## config.mk

```make
export PLATFORM = sky130hd
export DESIGN_NAME = mem_access_unit_flat
export DESIGN_NICKNAME = d
export VERILOG_FILES = /design/src/rtl/mem_access_unit_if.sv /design/src/rtl/mem_access_unit.sv /design/src/flat_wrapper.sv
export SDC_FILE = /design/constraint.sdc
export NUM_CORES = 1
export LEC_CHECK = 0
export ABC_AREA = 1
export CORE_ASPECT_RATIO = 1.2
export CORE_UTILIZATION = 41
export CTS_BUF_LIST = sky130_fd_sc_hd__clkbuf_8
export DETAILED_ROUTE_END_ITERATION = 10
export PLACE_DENSITY = 0.78
export SLEW_MARGIN = 10
export SYNTH_ARGS = -nofsm -noshare
export SYNTH_HDL_FRONTEND = slang
export SYNTH_SLANG_ARGS = --single-unit
```

## constraint.sdc

```tcl
create_clock -name clk -period 1.54 [get_ports clk]
set_clock_uncertainty 0.05 [all_clocks]
set_input_delay 0.308 -clock clk [delete_from_list [all_inputs] [get_ports clk]]
set_output_delay 0.308 -clock clk [all_outputs]
set_load 0.05 [all_outputs]
```

## src/rtl/mem_access_unit_if.sv

```systemverilog
// mem_access_unit_if: request/response handshake and data-memory port bundle for the load/store unit
interface mem_access_unit_if #(
   parameter int ADDR_W = 11
);
   logic              req_valid;
   logic              req_ready;
   logic              req_we;
   logic [1:0]        req_size;
   logic              req_unsigned;
   logic [31:0]       req_addr;
   logic [31:0]       req_wdata;
   logic              resp_valid;
   logic              resp_ready;
   logic [31:0]       resp_rdata;
   logic              resp_err;
   logic              mem_en;
   logic              mem_we;
   logic [ADDR_W-1:0] mem_addr;
   logic [31:0]       mem_din;
   logic [31:0]       mem_dout;

   modport slave (
      input  req_valid, req_we, req_size, req_unsigned, req_addr, req_wdata, resp_ready, mem_dout,
      output req_ready, resp_valid, resp_rdata, resp_err, mem_en, mem_we, mem_addr, mem_din
   );

   modport master (
      output req_valid, req_we, req_size, req_unsigned, req_addr, req_wdata, resp_ready, mem_dout,
      input  req_ready, resp_valid, resp_rdata, resp_err, mem_en, mem_we, mem_addr, mem_din
   );
endinterface

```

## src/rtl/mem_access_unit.sv

```systemverilog
// mem_access_unit: load/store front end for a 1-cycle-latency single-port word memory
module mem_access_unit #(
   parameter int          ADDR_W     = 11,
   parameter logic [31:0] RESET_DATA = 32'h0000_0000
) (
   input logic              clk,
   input logic              rst_n,
   mem_access_unit_if.slave bus
);
   typedef enum logic [2:0] {IDLE, ACCESS, WAIT, WRITE, RESP} state_t;

   state_t            state_q, state_d;
   logic              we_q, we_d, uns_q, uns_d, err_q, err_d;
   logic [1:0]        size_q, size_d;
   logic [ADDR_W+1:0] addr_q, addr_d;
   logic [31:0]       wdata_q, wdata_d, rdata_q, rdata_d;
   logic              bad;
   logic [31:0]       lane, mask, ins;

   always_comb begin
      bad = bus.req_size == 2'b11 || (bus.req_size == 2'b01 && bus.req_addr[0])
         || (bus.req_size == 2'b10 && bus.req_addr[1:0] != 2'b00)
         || (bus.req_addr >> (ADDR_W + 2)) != 32'd0;
      lane = bus.mem_dout >> {addr_q[1:0], 3'b000};
      mask = size_q == 2'b00 ? 32'h0000_00FF << {addr_q[1:0], 3'b000} : 32'h0000_FFFF << {addr_q[1], 4'b0000};
      ins = size_q == 2'b00 ? {4{wdata_q[7:0]}} : {2{wdata_q[15:0]}};
      state_d = state_q;
      we_d = we_q;
      uns_d = uns_q;
      err_d = err_q;
      size_d = size_q;
      addr_d = addr_q;
      wdata_d = wdata_q;
      rdata_d = rdata_q;
      case (state_q)
         IDLE: if (bus.req_valid) begin
            we_d = bus.req_we;
            uns_d = bus.req_unsigned;
            size_d = bus.req_size;
            addr_d = bus.req_addr[ADDR_W+1:0];
            wdata_d = bus.req_wdata;
            err_d = bad;
            rdata_d = '0;
            state_d = bad ? RESP : ACCESS;
         end
         ACCESS: state_d = (we_q && size_q == 2'b10) ? RESP : WAIT;
         WAIT: if (we_q) begin
            // sub-word store: splice new lanes into the old word before the write-back
            wdata_d = (bus.mem_dout & ~mask) | (ins & mask);
            state_d = WRITE;
         end else begin
            rdata_d = size_q == 2'b00 ? {{24{~uns_q & lane[7]}}, lane[7:0]}
                    : size_q == 2'b01 ? {{16{~uns_q & lane[15]}}, lane[15:0]} : bus.mem_dout;
            state_d = RESP;
         end
         WRITE: state_d = RESP;
         RESP: if (bus.resp_ready) state_d = IDLE;
         default: state_d = IDLE;
      endcase
   end

   always_ff @(posedge clk) begin
      if (!rst_n) begin
         state_q <= IDLE;
         we_q <= 1'b0;
         uns_q <= 1'b0;
         err_q <= 1'b0;
         size_q <= 2'b00;
         addr_q <= '0;
         wdata_q <= '0;
         rdata_q <= RESET_DATA;
      end else begin
         state_q <= state_d;
         we_q <= we_d;
         uns_q <= uns_d;
         err_q <= err_d;
         size_q <= size_d;
         addr_q <= addr_d;
         wdata_q <= wdata_d;
         rdata_q <= rdata_d;
      end
   end

   assign bus.req_ready = state_q == IDLE;
   assign bus.resp_valid = state_q == RESP;
   assign bus.resp_rdata = rdata_q;
   assign bus.resp_err = err_q;
   // reset kills the memory strobes combinationally so an aborted RMW cannot write
   assign bus.mem_en = rst_n && (state_q == ACCESS || state_q == WRITE);
   assign bus.mem_we = rst_n && (state_q == WRITE || (state_q == ACCESS && we_q && size_q == 2'b10));
   assign bus.mem_addr = addr_q[ADDR_W+1:2];
   assign bus.mem_din = wdata_q;
endmodule

```

## src/flat_wrapper.sv

```systemverilog
// flat-port wrapper written by rule: the top's interface ports become plain ports
module mem_access_unit_flat 
#(
   parameter int          ADDR_W     = 11,
   parameter logic [31:0] RESET_DATA = 32'h0000_0000
)
  (clk, rst_n, bus_req_valid, bus_req_we, bus_req_size, bus_req_unsigned, bus_req_addr, bus_req_wdata, bus_resp_ready, bus_mem_dout, bus_req_ready, bus_resp_valid, bus_resp_rdata, bus_resp_err, bus_mem_en, bus_mem_we, bus_mem_addr, bus_mem_din);
  mem_access_unit_if #(.ADDR_W(ADDR_W)) bus_i ();
  input logic clk;
  input logic rst_n;
  input wire logic [$bits(bus_i.req_valid)-1:0] bus_req_valid;
  input wire logic [$bits(bus_i.req_we)-1:0] bus_req_we;
  input wire logic [$bits(bus_i.req_size)-1:0] bus_req_size;
  input wire logic [$bits(bus_i.req_unsigned)-1:0] bus_req_unsigned;
  input wire logic [$bits(bus_i.req_addr)-1:0] bus_req_addr;
  input wire logic [$bits(bus_i.req_wdata)-1:0] bus_req_wdata;
  input wire logic [$bits(bus_i.resp_ready)-1:0] bus_resp_ready;
  input wire logic [$bits(bus_i.mem_dout)-1:0] bus_mem_dout;
  output wire logic [$bits(bus_i.req_ready)-1:0] bus_req_ready;
  output wire logic [$bits(bus_i.resp_valid)-1:0] bus_resp_valid;
  output wire logic [$bits(bus_i.resp_rdata)-1:0] bus_resp_rdata;
  output wire logic [$bits(bus_i.resp_err)-1:0] bus_resp_err;
  output wire logic [$bits(bus_i.mem_en)-1:0] bus_mem_en;
  output wire logic [$bits(bus_i.mem_we)-1:0] bus_mem_we;
  output wire logic [$bits(bus_i.mem_addr)-1:0] bus_mem_addr;
  output wire logic [$bits(bus_i.mem_din)-1:0] bus_mem_din;
  assign bus_i.req_valid = bus_req_valid;
  assign bus_i.req_we = bus_req_we;
  assign bus_i.req_size = bus_req_size;
  assign bus_i.req_unsigned = bus_req_unsigned;
  assign bus_i.req_addr = bus_req_addr;
  assign bus_i.req_wdata = bus_req_wdata;
  assign bus_i.resp_ready = bus_resp_ready;
  assign bus_i.mem_dout = bus_mem_dout;
  assign bus_req_ready = bus_i.req_ready;
  assign bus_resp_valid = bus_i.resp_valid;
  assign bus_resp_rdata = bus_i.resp_rdata;
  assign bus_resp_err = bus_i.resp_err;
  assign bus_mem_en = bus_i.mem_en;
  assign bus_mem_we = bus_i.mem_we;
  assign bus_mem_addr = bus_i.mem_addr;
  assign bus_mem_din = bus_i.mem_din;
  mem_access_unit #(.ADDR_W(ADDR_W), .RESET_DATA(RESET_DATA)) u_core (.clk(clk), .rst_n(rst_n), .bus(bus_i));
endmodule
```

Word-level counts from Yosys, hierarchy flattened
Cells that the tools add are included.
{ "word_totals": {"word_cells": 68, "input_bits": 104, "output_inout_bits": 80, "reg_bits": 85} }
{ "classes": {"n_shift": 3, "mux": 16, "bitwise": 7, "n_eq_ne": 13, "n_reduce_logical": 21} }
{ "ops": {"columns": ["op", "count"], "rows": [
  ["$mux 32", 8],
  ["$pmux 32 s2", 2],
  ["$and 32x32->32", 2],
  ["$not 32->32", 1],
  ["$or 32x32->32", 1],
  ["$reduce_bool 32->1", 1],
  ["$shl 16x5->32 const A", 1],
  ["$shl 8x5->32 const A", 1],
  ["$shr 32x5->16", 1],
  ["$mux 3", 5],
  ["$pmux 3 s5", 1],
  ["$logic_and 1x1->1", 7],
  ["$eq 2x2->1 const B", 3],
  ["$eq 3x2->1 const B", 2],
  ["$ne 2x2->1 const B", 3],
  ["$reduce_and 3->1", 2],
  ["$logic_or 1x1->1", 5],
  ["$eq 2x1->1 const B", 2],
  ["$reduce_and 2->1", 2],
  ["$reduce_bool 2->1", 2],
  ["$eq 3x1->1 const B", 1],
  ["$eq 3x3->1 const B", 1],
  ["$logic_not 3->1", 1],
  ["$and 1x1->1", 2],
  ["other kinds (3)", 3]
]} }

Depth between registers and ports, before layout
Gate-level depths: netlist (run 1).
{ "depth": {"depth_word": 8, "ltp_mapped": 11, "mapped_depth_nobuf": 9} }

Worst setup path before layout (run 1)
Ideal clock, no wire load.
{ "synth_timing": {"path_kind": "input port to output port", "from": "in rst_n", "to": "out bus_mem_en", "path_buffers": 1, "path_slack_ns": -0.607, "required_ns": 1.182, "arrival_ns": 1.789, "cell_stages": 3, "path_cell_list": "clkbuf_1 -> clkinv_1 -> nor3_1"} }
{ "synth_between": {"elab_chain_len": 1} }
{ "synth_rtl": {"columns": ["item", "line", "rtl"], "rows": [
  ["start, declared", "flat_wrapper.sv:10", "input logic rst_n;"],
  ["$logic_and 1x1->1", "mem_access_unit.sv:89", "assign bus.mem_en = rst_n && (state_q == ACCESS || state_q == WRITE);"],
  ["end, declared", "flat_wrapper.sv:23", "output wire logic [$bits(bus_i.mem_en)-1:0] bus_mem_en;"]
]} }
No other way between the ends.

Final worst setup path (run 1)
{ "layout_timing": {"from": "reg u_core.we_q", "to": "out bus_mem_we"} }
{ "layout_between": {"elab_chain_len": 4} }
{ "layout_rtl": {"columns": ["item", "line", "rtl"], "rows": [
  ["start, declared", "mem_access_unit.sv:13", "logic we_q, we_d, uns_q, uns_d, err_q, err_d;"],
  ["start signal, assigned", "mem_access_unit.sv:74", "we_q <= we_d;"],
  ["$logic_and 1x1->1 (2 in a row)", "mem_access_unit.sv:90", "assign bus.mem_we = rst_n && (state_q == WRITE || (state_q == ACCESS && we_q && size_q == 2'b10));"],
  ["$logic_or 1x1->1", "mem_access_unit.sv:90", null],
  ["$logic_and 1x1->1", "mem_access_unit.sv:90", null],
  ["end, declared", "flat_wrapper.sv:24", "output wire logic [$bits(bus_i.mem_we)-1:0] bus_mem_we;"]
]} }
No other way between the ends.

==> impl_metrics.json, run 1 <==
{
  "power_density_nw_per_um2": 895,
  "syn_area_um2": 4590,
  "total_power_mw": 7.74,
  "grt_max_degree": 47,
  "synth-seq-area-share_pct": 37.1,
  "whs_path_depth": 5,
  "drv_slew": 0,
  "clock_latency_ns": 0.38,
  "grt-ovfl-total": 0,
  "grt_pass1_vias": 5733,
  "dpl_cell_area_um2": 7750,
  "nets": 1029,
  "dr.pass1.iters": 5,
  "ys_types": 29,
  "worst-slew-pin-transition_ns": 0.495,
  "r2r-start": "u_core.size_q[1]$_SDFFE_PN0P_",
  "dp.cells": 1017,
  "synthCells": 696,
  "rr_endpoint": "u_core.bus.mem_din[12]$_SDFFE_PN0P_",
  "fp-row-count": 41,
  "cts_buffers": 9,
  "gp_congestion": 0.905,
  "ys_seq_elements": 85,
  "io_pins": 184,
  "hold_start": "bus_mem_dout[23]",
  "dp_hpwl_um": 13900,
  "start_util_pct": 42.8,
  "ir_drop_uv": 532,
  "ant_nets": 0,
  "setup_viol": 23,
  "clk_pin_slew_ns": 0.08,
  "grt_pass1_wl_um": 28800,
  "synthArstFlopShare_pct": 0,
  "reg2reg_slack_ns": -0.11,
  "setup_tns_ns": -0.911,
  "dp_slack_ns": -0.424,
  "die_x_um": 98.6,
  "setup_slack_ns": -0.128,
  "fin_util_pct": 80.6,
  "cp-startpoint": "u_core.we_q$_SDFFE_PN0P_",
  "critPathRequiredTime_ns": 1.18,
  "crit_path_end_kind": "output pin",
  "violations": "negative setup slack",
  "die-area_um2": 11600,
  "wl_per_cell_um": 19.2,
  "ys.flop_type": "dfxtp_1",
  "rsz0062_at_grt": "true",
  "area_delta_synth_final_pct": 88.4,
  "routed_wl_um": 20400,
  "track_usage_pct": 31.9,
  "synth_nets": 800,
  "post-route-period-util_pct": 108,
  "fin_cells": 1059,
  "cts_tree": "built",
  "crit_arrival_ns": 1.31,
  "maxCapViolCount": 0,
  "hold_ws_ns": 0.406,
  "port_buffers": 183,
  "outcome": "complete, but fails checks",
  "cts-root-buf": "clkbuf_8",
  "cts.sinks": 85,
  "worstSetupEndpoint": "bus_mem_we",
  "avgViaCountPerCell": 5.73,
  "drt_iter0_drc": 518,
  "antenna_cells": 0,
  "crit_fanout": 4,
  "worstSetupPathType": "flop to output pin",
  "synth_edf_count": 0,
  "core-area_um2": 10700,
  "antenna_found_initial": 0,
  "syn_avg_cell_area_um2": 6.59,
  "drive_above_1_share_pct": 30.2,
  "start_kind": "flop",
  "yosys_warnings": 0,
  "fmax_mhz": 599,
  "leakagePower_nw": 3.56,
  "hp-class": "input pin to flop",
  "hold_viol": 0,
  "maxSlewHeadroom_pct": 67.0,
  "fin_area_um2": 8640,
  "rr_worst_depth": 7,
  "h-tree-depth": 3,
  "ctsLongestPathBuffers": 2,
  "dieHeight_um": 118,
  "layout_min_cycle_time_ns": 1.67,
  "vias": 6065,
  "drcViolationCount": 0
}
==> worst min-delay path by stage <==
stage / slack, ns / end
global placement: 0.44 / u_core.addr_q[8]$_SDFFE_PN0P_
global route: 0.45 / u_core.addr_q[4]$_SDFFE_PN0P_
floorplan: 0.40 / u_core.addr_q[10]$_SDFFE_PN0P_
CTS: 0.43 / u_core.addr_q[3]$_SDFFE_PN0P_
detailed placement: 0.45 / u_core.addr_q[3]$_SDFFE_PN0P_
finish: 0.41 / u_core.bus.resp_rdata[23]$_SDFFE_PN0P_
==> final cells by class <==
| cell class | instances | area, um2 |
|---|---|---|
| Fill cell | 658 | 2080 |
| Clock inverter | 5 | 106 |
| Clock buffer | 11 | 151 |
| Multi-Input combinational cell | 510 | 2750 |
| Sequential cell | 85 | 1720 |
| Timing Repair Buffer | 276 | 3560 |
| Tap cell | 129 | 161 |
| Inverter | 43 | 195 |
==> synthesized netlist by cell type, types with 5 or more instances <==
cell type	number	area share [%]
nand2_1	201	16
a21oi_1	94	10
dfxtp_1	85	37
o21ai_0	66	7.2
nor2_1	42	3.4
inv_1	35	2.9
nand3_1	25	2.7
a31oi_1	24	3.3
clkbuf_1	23	1.9
buf_2	20	2.2
o211ai_1	17	2.8
buf_4	15	2.5
inv_2	7	0.57
a22oi_1	5	0.82
o21ai_1	5	0.55
==> logic make-up after synthesis <==
logic type      after synthesis  synth area share (%)
buf+inv                     102                  10.3
compound gates              224                  27.1
flops                        85                  37.1
mux                           4                 0.873
simple gates                281                  24.6
==> cells in the final DEF (no fill, tap or decap), types with 11 or more instances in the layout <==
master           instances
o21ai_0                 52
a21oi_2                 24
nor2_1                  37
buf_4                   70
clkbuf_8                11
a31oi_1                 24
nand2_2                 12
nand3_1                 24
inv_1                   30
o211ai_1                17
clkdlybuf4s50_1         99
buf_12                  89
dfxtp_1                 77
nand2_4                 12
a21oi_1                 69
o21ai_1                 13
nand2_1                182
==> routing by layer <==
metal,share of wire [%],track usage (%),up-vias
met1,36,35.0,2783
met4,5.4,18.2,0
met3,8.6,6.06,93
li1,-,-,2789
met5,0,0,-
met2,50,56.9,400
==> state kept, by name, indices dropped and copies added, names as in the netlist, named ones only <==
signal	cells
u_core.bus.mem_din	24
u_core.we_q	1
u_core.size_q	2
u_core.addr_q	13
u_core.uns_q	1
u_core.state_q	3
u_core.bus.resp_rdata	32
u_core.bus.resp_err	1
==> repair_timing <==
item / 4_1_cts / 5_1_grt
setup endpoints to repair: 37 / 71
setup buffers: 9 / 10
gates resized for setup: 32 / 99
hold buffers: 0 / 0
gates cloned: 2 / 5
pin swaps: 6 / 28
==> report_power, final <==
group	switching (mW)	total (mW)	internal (mW)
Clock	0.893	2.06	1.17
Combinational	1.69	3.11	1.42
Sequential	0.202	2.56	2.36
==> worst max-delay path: stages, from the launching register on <==
cell and delay, ns:
dfxtp_2 0.42, nand3_4 0.11, nand2_4 0.08, nand2_4 0.06, nor2_4 0.12, buf_12 0.14
Note: power is estimated with default switching activity, not from simulation.
==> run 2: changes to the inputs <==
--- a/config.mk
+++ b/config.mk
@@ -8,8 +8,8 @@
 export ABC_AREA = 1
 export CORE_ASPECT_RATIO = 1.2
-export CORE_UTILIZATION = 41
+export CORE_UTILIZATION = 45
 export CTS_BUF_LIST = sky130_fd_sc_hd__clkbuf_8
 export DETAILED_ROUTE_END_ITERATION = 10
-export PLACE_DENSITY = 0.78
+export PLACE_DENSITY = 0.81
 export SLEW_MARGIN = 10
 export SYNTH_ARGS = -nofsm -noshare
==> constraint.sdc (replaced) <==
create_clock -name clk -period 1.8 [get_ports clk]
set_clock_uncertainty 0.05 [all_clocks]
set_input_delay 0.18 -clock clk [delete_from_list [all_inputs] [get_ports clk]]
set_output_delay 0.18 -clock clk [all_outputs]
set_load 0.02 [all_outputs]
==> run 2 against run 1 <==
The flow now finishes without violations; sequential share of layout area up 5.0 points; global-route usage rose by 0.32 points; hold slack got worse by 0.11 ns.
==> impl_metrics.json, run 2 (synthesis gave the netlist of run 1 again) <==
{
  "outcome": "finished, final reports clean",
  "grt_pass1_vias": 5285,
  "cts.sinks": 85,
  "ant_nets": 0,
  "power_density_nw_per_um2": 788,
  "layout_min_cycle_time_ns": 1.68,
  "ctsLongestPathBuffers": 2,
  "switchingPower_mw": 1.83,
  "setup_tns_ns": 0,
  "rr_endpoint": "u_core.bus.mem_din[22]$_SDFFE_PN0P_",
  "clock_latency_ns": 0.38,
  "fin_cells": 1002,
  "die_x_um": 94.2,
  "core-area_um2": 9960,
  "worstHoldEndpoint": "u_core.addr_q[2]$_SDFFE_PN0P_",
  "fp-row-count": 40,
  "start_util_pct": 46.1,
  "dr.pass1.iters": 5,
  "cts-root-buf": "clkbuf_8",
  "routed_wl_um": 16900,
  "intPower_mw": 3.56,
  "reg2reg_slack_ns": 0.15,
  "met3_usage_pct": 3.93,
  "hold_viol": 0,
  "die-area_um2": 10600,
  "rr_worst_depth": 8,
  "fin_util_pct": 68.7,
  "cts_tree": "built",
  "setup_viol": 0,
  "setup_slack_ns": 0.120,
  "largest_register_ff_count": 32,
  "leakagePower_nw": 2.73,
  "whs_path_depth": 3,
  "p_seq_share_pct": 39.1,
  "rsz0062_at_grt": "false",
  "fmax_mhz": 595,
  "comb_power_share_pct": 31.9,
  "maxSlewHeadroom_pct": 67.6,
  "area_delta_synth_final_pct": 49.2,
  "post-route-period-util_pct": 93.4,
  "dieHeight_um": 113,
  "critPathRequiredTime_ns": 1.57,
  "nets": 975,
  "wl_per_cell_um": 16.8,
  "switching_share_pct": 34.0,
  "drv_slew": 0,
  "drt_iter0_drc": 367,
  "grt_max_degree": 49,
  "final_common_cell": "nand2_1",
  "ir_drop_uv": 443,
  "hold_start": "bus_req_addr[2]",
  "dp_hpwl_um": 12900,
  "vias": 5466,
  "dp.cells": 982,
  "gr-usage-met2_pct": 55.2,
  "port_buffers": 183,
  "crit_arrival_ns": 1.45,
  "use_met1_pct": 37.9,
  "hp-class": "input pin to flop",
  "h-tree-depth": 3,
  "avgViaCountPerCell": 5.46,
  "track_usage_pct": 32.2,
  "crit_fanout": 4,
  "drcViolationCount": 0,
  "hold_ws_ns": 0.291,
  "cts_buffers": 9,
  "r2r-start": "u_core.state_q[2]$_SDFFE_PN0P_",
  "clock_power_share_pct": 29.0,
  "grt-ovfl-total": 0,
  "clk_pin_slew_ns": 0.10,
  "io_pins": 184,
  "crit_path_end_kind": "output pin",
  "antenna_cells": 0,
  "final_cell_mix": "nand2_1 (201), clkdlybuf4s50_1 (179), a21oi_1 (94), dfxtp_1 (85), o21ai_0 (66)",
  "cts_hold_buf": 0,
  "antenna_found_initial": 0,
  "start_kind": "flop",
  "grt_pass1_wl_um": 26000,
  "dp_slack_ns": -0.113,
  "gp_congestion": 0.870,
  "worstSetupPathType": "flop to output pin",
  "grt_busiest_layer": "met2",
  "worst-slew-pin-transition_ns": 0.485,
  "maxCapViolCount": 0,
  "drive_above_1_share_pct": 8.79
}
[run 2: power by group through the flow]
stage                     clock, mW  sequential [mW]  combinational [mW]
after CTS                      1.58             2.11                1.69
after detailed placement          0             2.15                1.69
after global placement            0             2.14                1.67
final                          1.57             2.11                1.72
after global routing           1.65             2.12                1.86
after floorplan                   0             2.25               0.797
[run 2: worst max-delay path, stage by stage (launching register included)]
cell,delay [ns]
dfxtp_1,0.38
inv_2,0.07
nor3_1,0.24
dlygate4sd2_1,0.38
[run 2: how the worst max path moves through the flow]
stage | startpoint | to | slack, ns | depth (start not counted)
finish | u_core.state_q[2]$_SDFFE_PN0P_ | bus_resp_valid | 0.12 | 3
global route | u_core.state_q[2]$_SDFFE_PN0P_ | u_core.bus.mem_din[19]$_SDFFE_PN0P_ | 0.008 | 8
CTS | u_core.size_q[1]$_SDFFE_PN0P_ | bus_mem_we | 0.06 | 5
detailed placement | rst_n | bus_mem_en | -0.11 | 4
global placement | rst_n | bus_mem_en | -0.14 | 4
floorplan | u_core.state_q[2]$_SDFFE_PN0P_ | u_core.bus.mem_din[11]$_SDFFE_PN0P_ | 0.23 | 8
[run 2: metrics by stage]
stage	total power, mW	instance area [um2]
2_1_floorplan	3.04	4590
3_3_place_gp	3.81	6600
6_report	5.40	6850
4_1_cts	5.38	6820
3_5_place_dp	3.84	6600
5_1_grt	5.63	6850
[run 2: layer usage]
metal  share of wire, %  wire length, um
met1                 40             6730
met2                 49             8260
met3                6.6             1110
met4                4.5              765
met5                  0                0
[run 2: what timing repair did]
action | 4_1_cts | 5_1_grt
cloned | 0 | 0
gates resized for setup | 4 | 3
endpoints found under the setup margin | 4 | 25
buffers inserted | 0 | 4
pin swaps | 0 | 1
hold endpoints to repair | 0 | 0
[run 2: area by class of cell]
| cell class | count | area, um2 |
|---|---|---|
| Clock buffer | 9 | 124 |
| Sequential cell | 85 | 1700 |
| Inverter | 43 | 165 |
| Tap cell | 126 | 158 |
| Multi-Input combinational cell | 509 | 2410 |
| Timing Repair Buffer | 223 | 2190 |
| Fill cell | 873 | 3110 |
| Clock inverter | 7 | 97.6 |
